`src/rtl/lsu_pkg.sv`:
```
// ----------------------------------------------------------------------------
// lsu_pkg
//  Shared definitions for the load/store unit:
//   - lsu_type_e  : access size encoding driven by the execute stage
//   - lsu_state_e : handshake FSM states of lsu_obi_ctrl
//   - lsu_misaligned() : alignment rule applied when a request is accepted
// ----------------------------------------------------------------------------
package lsu_pkg;

    typedef enum logic [1:0] {
        LSU_BYTE = 2'b00,
        LSU_HALF = 2'b01,
        LSU_WORD = 2'b10,
        LSU_RSVD = 2'b11
    } lsu_type_e;

    typedef enum logic [1:0] {
        IDLE        = 2'b00,
        WAIT_GNT    = 2'b01,
        WAIT_RVALID = 2'b10,
        RESP        = 2'b11
    } lsu_state_e;

    // The reserved size code is reported the same way as a misaligned access,
    // so the core sees a single error class for "cannot be issued".
    function automatic logic lsu_misaligned(input lsu_type_e typ, input logic [1:0] offset);
        logic mis;
        case (typ)
            LSU_BYTE: mis = 1'b0;
            LSU_HALF: mis = offset[0];
            LSU_WORD: mis = (offset != 2'b00);
            default:  mis = 1'b1;
        endcase
        return mis;
    endfunction

endpackage

```
`src/rtl/lsu_data_align.sv`:
```
// ----------------------------------------------------------------------------
// lsu_data_align (combinational)
//  Lane handling for the load/store unit.
//  Ports:
//   type_i     : access size (lsu_type_e)
//   offset_i   : byte offset inside the word (addr[1:0])
//   sign_ext_i : 1 = sign-extend load result, 0 = zero-extend
//   wdata_i    : LSB-justified store data
//   rdata_i    : raw 32-bit word from the bus
//   be_o       : byte enables for the bus
//   wdata_o    : store data moved to its byte lane
//   rdata_o    : load data moved down to bit 0 and extended
// ----------------------------------------------------------------------------
module lsu_data_align
    import lsu_pkg::*;
(
    input  lsu_type_e   type_i,
    input  logic [1:0]  offset_i,
    input  logic        sign_ext_i,
    input  logic [31:0] wdata_i,
    input  logic [31:0] rdata_i,
    output logic [3:0]  be_o,
    output logic [31:0] wdata_o,
    output logic [31:0] rdata_o
);

    logic [4:0]  shift_amt;
    logic [31:0] rdata_shifted;

    always_comb begin
        shift_amt     = {offset_i, 3'b000};
        wdata_o       = wdata_i << shift_amt;
        rdata_shifted = rdata_i >> shift_amt;

        case (type_i)
            LSU_BYTE: be_o = 4'b0001 << offset_i;
            LSU_HALF: be_o = 4'b0011 << offset_i;
            LSU_WORD: be_o = 4'b1111;
            default:  be_o = 4'b0000;
        endcase

        case (type_i)
            LSU_BYTE: rdata_o = {{24{sign_ext_i & rdata_shifted[7]}},  rdata_shifted[7:0]};
            LSU_HALF: rdata_o = {{16{sign_ext_i & rdata_shifted[15]}}, rdata_shifted[15:0]};
            default:  rdata_o = rdata_shifted;
        endcase
    end

endmodule

```
`src/rtl/lsu_obi_ctrl.sv`:
```
// ----------------------------------------------------------------------------
// lsu_obi_ctrl
//  Load/store unit between the execute stage and the OBI data port. Accepts a
//  single access in IDLE, runs req/gnt/rvalid, and returns formatted load data.
//  Ports:
//   clk_i, rst_ni        : clock (rising edge), async active-low reset
//   i_lsu_*              : core request (req, we, type, sign_ext, addr, wdata)
//   o_lsu_busy           : core stall, accept cycle through done cycle
//   o_lsu_done/o_lsu_err : one-cycle completion pulse and its error flag
//   o_lsu_rdata          : registered load result, only updated by good loads
//   data_*               : OBI master port
//  Parameter RVALID_TIMEOUT : wait-state cycles before abort, 0 disables it
// ----------------------------------------------------------------------------
module lsu_obi_ctrl
    import lsu_pkg::*;
#(
    parameter int unsigned RVALID_TIMEOUT = 16
) (
    input  logic        clk_i,
    input  logic        rst_ni,
    input  logic        i_lsu_req,
    input  logic        i_lsu_we,
    input  logic [1:0]  i_lsu_type,
    input  logic        i_lsu_sign_ext,
    input  logic [31:0] i_lsu_addr,
    input  logic [31:0] i_lsu_wdata,
    output logic        o_lsu_busy,
    output logic        o_lsu_done,
    output logic        o_lsu_err,
    output logic [31:0] o_lsu_rdata,
    output logic        data_req_o,
    input  logic        data_gnt_i,
    input  logic        data_rvalid_i,
    input  logic        data_err_i,
    input  logic [31:0] data_rdata_i,
    output logic        data_we_o,
    output logic [3:0]  data_be_o,
    output logic [31:0] data_addr_o,
    output logic [31:0] data_wdata_o
);

    localparam int unsigned WD_W = (RVALID_TIMEOUT > 1) ? $clog2(RVALID_TIMEOUT) : 1;
    localparam logic [WD_W-1:0] WD_LAST = WD_W'(RVALID_TIMEOUT - 1);

    lsu_state_e  state_q, state_d;
    logic        we_q, we_d;
    lsu_type_e   type_q, type_d;
    logic        sext_q, sext_d;
    logic [31:0] addr_q, addr_d;
    logic [31:0] wdata_q, wdata_d;
    logic        err_q, err_d;
    logic [31:0] rdata_q, rdata_d;
    logic [WD_W-1:0] wd_q, wd_d;

    logic        wd_expire;
    logic [3:0]  be_aligned;
    logic [31:0] wdata_aligned;
    logic [31:0] rdata_fmt;

    lsu_data_align u_align (
        .type_i     (type_q),
        .offset_i   (addr_q[1:0]),
        .sign_ext_i (sext_q),
        .wdata_i    (wdata_q),
        .rdata_i    (data_rdata_i),
        .be_o       (be_aligned),
        .wdata_o    (wdata_aligned),
        .rdata_o    (rdata_fmt)
    );

    // wd_q holds the number of wait-state cycles already spent, so the
    // watchdog fires during the RVALID_TIMEOUT-th wait cycle.
    always_comb begin
        state_d   = state_q;
        we_d      = we_q;
        type_d    = type_q;
        sext_d    = sext_q;
        addr_d    = addr_q;
        wdata_d   = wdata_q;
        err_d     = err_q;
        rdata_d   = rdata_q;
        wd_d      = wd_q;
        wd_expire = (RVALID_TIMEOUT != 0) && (wd_q == WD_LAST);

        case (state_q)
            IDLE: begin
                if (i_lsu_req) begin
                    we_d    = i_lsu_we;
                    type_d  = lsu_type_e'(i_lsu_type);
                    sext_d  = i_lsu_sign_ext;
                    addr_d  = i_lsu_addr;
                    wdata_d = i_lsu_wdata;
                    wd_d    = '0;
                    if (lsu_misaligned(lsu_type_e'(i_lsu_type), i_lsu_addr[1:0])) begin
                        err_d   = 1'b1;
                        state_d = RESP;
                    end else begin
                        err_d   = 1'b0;
                        state_d = WAIT_GNT;
                    end
                end
            end
            WAIT_GNT: begin
                wd_d = wd_q + 1'b1;
                if (wd_expire) begin
                    err_d   = 1'b1;
                    state_d = RESP;
                end else if (data_gnt_i) begin
                    state_d = WAIT_RVALID;
                end
            end
            WAIT_RVALID: begin
                wd_d = wd_q + 1'b1;
                // A real response wins over a watchdog expiring in the same cycle.
                if (data_rvalid_i) begin
                    err_d   = data_err_i;
                    state_d = RESP;
                    if (!we_q && !data_err_i) begin
                        rdata_d = rdata_fmt;
                    end
                end else if (wd_expire) begin
                    err_d   = 1'b1;
                    state_d = RESP;
                end
            end
            default: begin
                state_d = IDLE;
            end
        endcase
    end

    always_ff @(posedge clk_i or negedge rst_ni) begin
        if (!rst_ni) begin
            state_q <= IDLE;
            we_q    <= 1'b0;
            type_q  <= LSU_BYTE;
            sext_q  <= 1'b0;
            addr_q  <= '0;
            wdata_q <= '0;
            err_q   <= 1'b0;
            rdata_q <= '0;
            wd_q    <= '0;
        end else begin
            state_q <= state_d;
            we_q    <= we_d;
            type_q  <= type_d;
            sext_q  <= sext_d;
            addr_q  <= addr_d;
            wdata_q <= wdata_d;
            err_q   <= err_d;
            rdata_q <= rdata_d;
            wd_q    <= wd_d;
        end
    end

    // Bus attributes are only driven while a request is outstanding so that
    // the port is all-zero whenever the unit is not asking for the bus.
    always_comb begin
        o_lsu_busy   = (state_q != IDLE) || i_lsu_req;
        o_lsu_done   = (state_q == RESP);
        o_lsu_err    = (state_q == RESP) && err_q;
        o_lsu_rdata  = rdata_q;
        data_req_o   = (state_q == WAIT_GNT);
        data_we_o    = data_req_o & we_q;
        data_be_o    = data_req_o ? be_aligned : 4'b0000;
        data_addr_o  = data_req_o ? {addr_q[31:2], 2'b00} : 32'h0;
        data_wdata_o = data_req_o ? wdata_aligned : 32'h0;
    end

endmodule

```
`config.mk`:
```
export PLATFORM = sky130hd
export DESIGN_NAME = lsu_obi_ctrl
export DESIGN_NICKNAME = d
export VERILOG_FILES = /design/src/rtl/lsu_pkg.sv /design/src/rtl/lsu_data_align.sv /design/src/rtl/lsu_obi_ctrl.sv
export SDC_FILE = /design/constraint.sdc
export NUM_CORES = 1
export LEC_CHECK = 0
export BUFFER_PORTS_ARGS = -buffer_cell sky130_fd_sc_hd__buf_4
export CORE_UTILIZATION = 35
export CTS_CLUSTER_SIZE = 12
export DETAILED_ROUTE_END_ITERATION = 12
export MAX_ROUTING_LAYER = met4
export SYNTH_ARGS = -nofsm -noshare
export SYNTH_HDL_FRONTEND = slang
export SYNTH_HIERARCHICAL = 1
export SYNTH_SLANG_ARGS = --single-unit
```
`constraint.sdc`:
```
create_clock -name clk_i -period 2.5 [get_ports clk_i]
set_input_delay 0.75 -clock clk_i [delete_from_list [all_inputs] [get_ports clk_i]]
set_output_delay 0.75 -clock clk_i [all_outputs]
set_load 0.02 [all_outputs]
```
# [Word level (Yosys, flattened, before mapping)]
# Index checks and enable logic that the tools add are counted.
[word_totals] output_inout_bits=105 in_bits=106 word_cells=68 ff_bits=107
[classes] n_addsub=1 n_bitwise=3 reduce_logical=18 n_shift=4 n_eq_ne=11 muxes=22
[ops] op="32-bit 2-to-1 mux" count=2
[ops] op="32-bit one-hot mux with 2 select lines" count=1
[ops] op="32-bit by 5-bit left shift with 32-bit output" count=1
[ops] op="32-bit by 5-bit >> shifter with 32-bit output" count=1
[ops] op="2-bit 2-to-1 mux" count=6
[ops] op="4-bit one-hot mux with 3 select lines" count=1
[ops] op="2-bit equality test, second input constant" count=4
[ops] op="4-bit 2-to-1 mux" count=2
[ops] op="4-bit one-hot mux with 2 select lines" count=1
[ops] op="2-bit by 1-bit equality test with 1-bit output, second input constant" count=3
[ops] op="2-bit logical NOT" count=3
[ops] op="1-bit 2-to-1 mux" count=6
[ops] op="1-bit one-hot mux with 3 select lines" count=2
[ops] op="2-bit one-hot mux with 3 select lines" count=1
[ops] op="2-bit AND reduction" count=3
[ops] op="3-bit AND reduction" count=2
[ops] op="2-bit nonzero test" count=3
[ops] op="4-bit by 1-bit adder with 4-bit output, second input constant" count=1
[ops] op="4-bit equality test, second input constant" count=1
[ops] op="1-bit by 2-bit left shift with 4-bit output, first input constant" count=1
[ops] op="2-bit by 2-bit left shift with 4-bit output, first input constant" count=1
[ops] op="1-bit AND" count=3
[ops] op="3-bit by 1-bit inequality test with 1-bit output, second input constant" count=1
[ops] op="3-bit inequality test, second input constant" count=1
[ops] op="other kinds (6)" count=8

# [Logic depth before layout (Yosys ltp)]
[depth] depth_word=7 depth_mapped=7 depth_no_buf=7

# [By module]
# Netlist, hierarchy kept.
[modules_own_cells] module="lsu_obi_ctrl" seq_area_each_um2=2677.6 cells_per_inst=345 n_inst=1 area_per_inst_um2=4675.7
[modules_own_cells] module="lsu_data_align" seq_area_each_um2=0.0 cells_per_inst=210 n_inst=1 area_per_inst_um2=1497.7

# [Worst setup path after synthesis]
# Ideal clock, no wire load.
[synth_path] path_type="register to output" from="register state_q[1]" to="output data_wdata_o[10]" path_stages_with_launch=6 setup_slack_ns=0.214 required_ns=1.750 n_path_buf=2 arrival_time_ns=1.536 path_cell_list="dfrtp_1 > inv_1 > ha_1 > clkbuf_1 > clkbuf_1 > and2_1"
[synth_via] elab_chain_cells=2
[synth_lines] element="start: declaration" line="lsu_obi_ctrl.sv:45" source="lsu_state_e state_q, state_d;"
[synth_lines] element="start signal: assignment" line="lsu_obi_ctrl.sv:144" source="state_q <= state_d;"
[synth_lines] element="2-bit by 1-bit equality test with 1-bit output" line="lsu_obi_ctrl.sv:163" source="data_req_o = (state_q == WAIT_GNT);"
[synth_lines] element="named net data_req_o" line="lsu_obi_ctrl.sv:31" source="output logic data_req_o,"
[synth_lines] element="32-bit 2-to-1 mux" line="lsu_obi_ctrl.sv:167" source="data_wdata_o = data_req_o ? wdata_aligned : 32'h0;"
[synth_lines] element="end: declaration" line="lsu_obi_ctrl.sv:39" source="output logic [31:0] data_wdata_o"
# The timed path passes the listed nets, and every way through them passes these cells.

# [Final worst setup path]
[layout_path] from="register addr_q[0]" to="output data_wdata_o[30]"
[layout_via] elab_chain_cells=2
[layout_lines] element="start: declaration" line="lsu_obi_ctrl.sv:49" source="logic [31:0] addr_q, addr_d;"
[layout_lines] element="start signal: assignment" line="lsu_obi_ctrl.sv:148" source="addr_q <= addr_d;"
[layout_lines] element="32-bit by 5-bit left shift with 32-bit output" line="lsu_data_align.sv:32" source="wdata_o = wdata_i << shift_amt;"
[layout_lines] element="named net wdata_aligned[30]" line="lsu_obi_ctrl.sv:57" source="logic [31:0] wdata_aligned;"
[layout_lines] element="32-bit 2-to-1 mux" line="lsu_obi_ctrl.sv:167"
# The timed path passes the listed nets, and every way through them passes these cells.

==> flow_metrics.tcl <==
set metrics [dict create \
    drtIter0Drc 198 \
    hp-class "input port to async pin" \
    timing.final.max_slew_violations 0 \
    reg2reg_from "addr_q[0]$_DFFE_PN0P_" \
    fin_crit_sh_pct 99.18 \
    finalCriticalPeriod_ns 2.479 \
    r2r_cells 6 \
    pin_count 211 \
    setup_viol 0 \
    syn_area_sq_um 6173 \
    ys_types 47 \
    cts_tree "yes" \
    clk_pin_slew_worst_paths_ns 0.07 \
    grt.total_usage_pct 19.44 \
    grt_max_degree 69 \
    routed_wl_um 16890 \
    worstSetupStartpointType "register" \
    synth_top_area_share_pct 43.37 \
    area_growth_pct 36.56 \
    drive_gt1_share_pct 51.76 \
    yosys_warnings 6 \
    hold-worst-slack_ns 0.3480 \
    endpoint "data_wdata_o[30]" \
    htreeDepth 3 \
    fillers 1596 \
    drv_cap 0 \
    cp_max_fo 5 \
    yosysTopAreaCell "dfrtp_1" \
    globalplace.congestion 0.7686 \
    rsz0062_at_grt "yes" \
    dpl.hpwl_um 12360 \
    ys_top_cells_by_area "dfrtp_1 43%, mux2_2 20%, and2_1 7.8%" \
    synthCells 555 \
    grt_pass1_wl_um 26680 \
    p_leak_nw 4.002 \
    yosys_most_used_dff "dfrtp_1" \
    crit_type "register to output pin" \
    drcViolationCount 0 \
    syn_area_per_cell_sq_um 11.12 \
    via_count 4978 \
    ys_seq_elements 107 \
    start_util_pct 35.82 \
    grt_overflow 0 \
    synth-edff-count 0 \
    synth-async-reset-ratio_pct 100.0 \
    finalHoldViolCount 0 \
    pwr_density_cell_nw_per_um2 1287 \
    fp.dieH_um 134.8 \
    worstPathRequired_ns 1.75 \
    antenna_found_initial 0 \
    die_width_um 134.8 \
    rrSetupSlack_ns 0.30 \
    relSlewSlack_pct 30.81 \
    clockBufferDepth 2 \
    synth_commonest_cells "107 x dfrtp_1, 107 x mux2_2, 77 x and2_1" \
    cp-startpoint "addr_q[0]$_DFFE_PN0P_" \
    clkSinkCount 107 \
    core_sq_um 17240 \
    final_util_pct 48.91 \
    portBuffers 208 \
    grt_pass1_vias 5145 \
    peakVddDrop_uv 659.8 \
    fin_skew_ns 0.008340 \
    status "finished, final reports clean" \
    n_antenna_cell 0 \
    drt-vias-per-instance 5.028 \
    clock-root-buffer "clkbuf_16" \
    tightestPinTransition_ns 1.036 \
    wl_per_cell_um 17.06 \
    rows 48 \
    layout.cells.non_filler 990 \
    fin_setup_tns_ns 0 \
    r2r_end "o_lsu_rdata[14]$_DFFE_PN0P_" \
    seq_area_frac_synth_pct 43.37 \
    timing.fmax_mhz 403.3 \
    cts_buffers 9 \
    worst_setup_path_end_kind "output pin" \
    dieArea_sq_um 18170 \
    placed_cells 966 \
    worstPathArrival_ns 1.73 \
    clk_latency_ns 0.35 \
    postRouteAntennaNets 0 \
    nNetsFinal 871 \
    drt_pass1_iterations 4 \
    postCtsHoldBufs 0 \
]
[worst min-delay path by stage]
stage / depth (start not counted) / endpoint / slack [ns]
after floorplan: 0 / addr_q[0]$_DFFE_PN0P_ / 0.45
after global placement: 1 / addr_q[8]$_DFFE_PN0P_ / 0.48
after detailed placement: 1 / wdata_q[29]$_DFFE_PN0P_ / 0.49
after CTS: 1 / addr_q[20]$_DFFE_PN0P_ / 0.36
after global routing: 1 / addr_q[9]$_DFFE_PN0P_ / 0.37
final: 1 / addr_q[17]$_DFFE_PN0P_ / 0.35
[cell type report]
class | instances | area [sq um] | area share, %
multi-input cells | 404 | 3283 | 38.94
flip-flops and latches | 107 | 2680 | 31.79
repair buffers | 234 | 1891 | 22.43
well taps | 225 | 281.5 | 3.339
clock buffers | 11 | 242.7 | 2.879
clock inverters | 5 | 37.54 | 0.4452
inverters | 4 | 15.01 | 0.1781
[cell families after synthesis]
| family | Yosys count | share of synthesized area (%) |
|---|---|---|
| simple gates | 169 | 15.44 |
| mux | 145 | 26.17 |
| flops | 107 | 43.37 |
| compound gates | 83 | 9.729 |
| buf+inv | 45 | 4.215 |
| fa+ha+maj | 5 | 1.013 |
| other cells | 1 | 0.06074 |
[worst max-delay path, cell delays in order, from the launching register on]
cell and delay [ns]:
dfrtp_2 0.42, clkbuf_4 0.18, clkbuf_16 0.16, nor2b_1 0.16
a211oi_2 0.06, a21oi_1 0.12, and2_1 0.14, buf_4 0.13
[sequential cells by signal (all words and copies together) (netlist names)]
| name | count |
|---|---|
| wd_q | 4 |
| o_lsu_rdata | 32 |
| sext_q | 1 |
| err_q | 1 |
| wdata_q | 32 |
| addr_q | 32 |
| we_q | 1 |
| state_q | 2 |
| type_q | 2 |
[power by group]
group / internal (mW) / switching, mW / leakage [nW]
Sequential: 2.56 / 0.624 / 1.30
Combinational: 3.12 / 3.17 / 2.57
Clock: 0.708 / 0.667 / 0.132
[routing by layer]
layer	vias to the layer above	routed length [um]	share of wire (%)	global-route usage, %
li1	2344	-	-	-
met1	2437	7714	46	25.41
met2	176	7808	46	29.93
met3	21	1030	6.1	3.791
met4	0	332	2.0	7.054
met5	-	0	0	-
[through the flow]
step	setup WS, ns	total power [mW]	cell area [sq um]
after floorplan	0.2136	7.165	6177
after global placement	0.3162	9.088	7993
after detailed placement	0.2881	9.238	7993
after CTS	-0.01086	10.68	8288
after global routing	-0.04253	11.59	8431
final	0.02062	10.85	8431
[timing repair]
| action | 4_1_cts | 5_1_grt |
|---|---|---|
| setup buffers | 0 | 5 |
| gates resized for setup | 5 | 14 |
| endpoints found under the setup margin | 1 | 60 |
| pin swaps | 0 | 2 |
| cloned | 0 | 3 |
[cell usage in the layout, fill, tap and decap left out, types with 7 or more instances in the layout]
master     Yosys  layout
and2_1        77      76
o211ai_2      10      10
nand2_1       38      37
nor2b_1       13      12
buf_4          6     217
mux2i_1       32      29
clkbuf_16      0      11
dfrtp_1      107     105
mux2_2       107     107
or2_2          8       8
nor2_1        13      12
a21oi_1       26      26
o21ai_0       20      19
buf_6          5       7
Power figures use the tool's default switching activity.
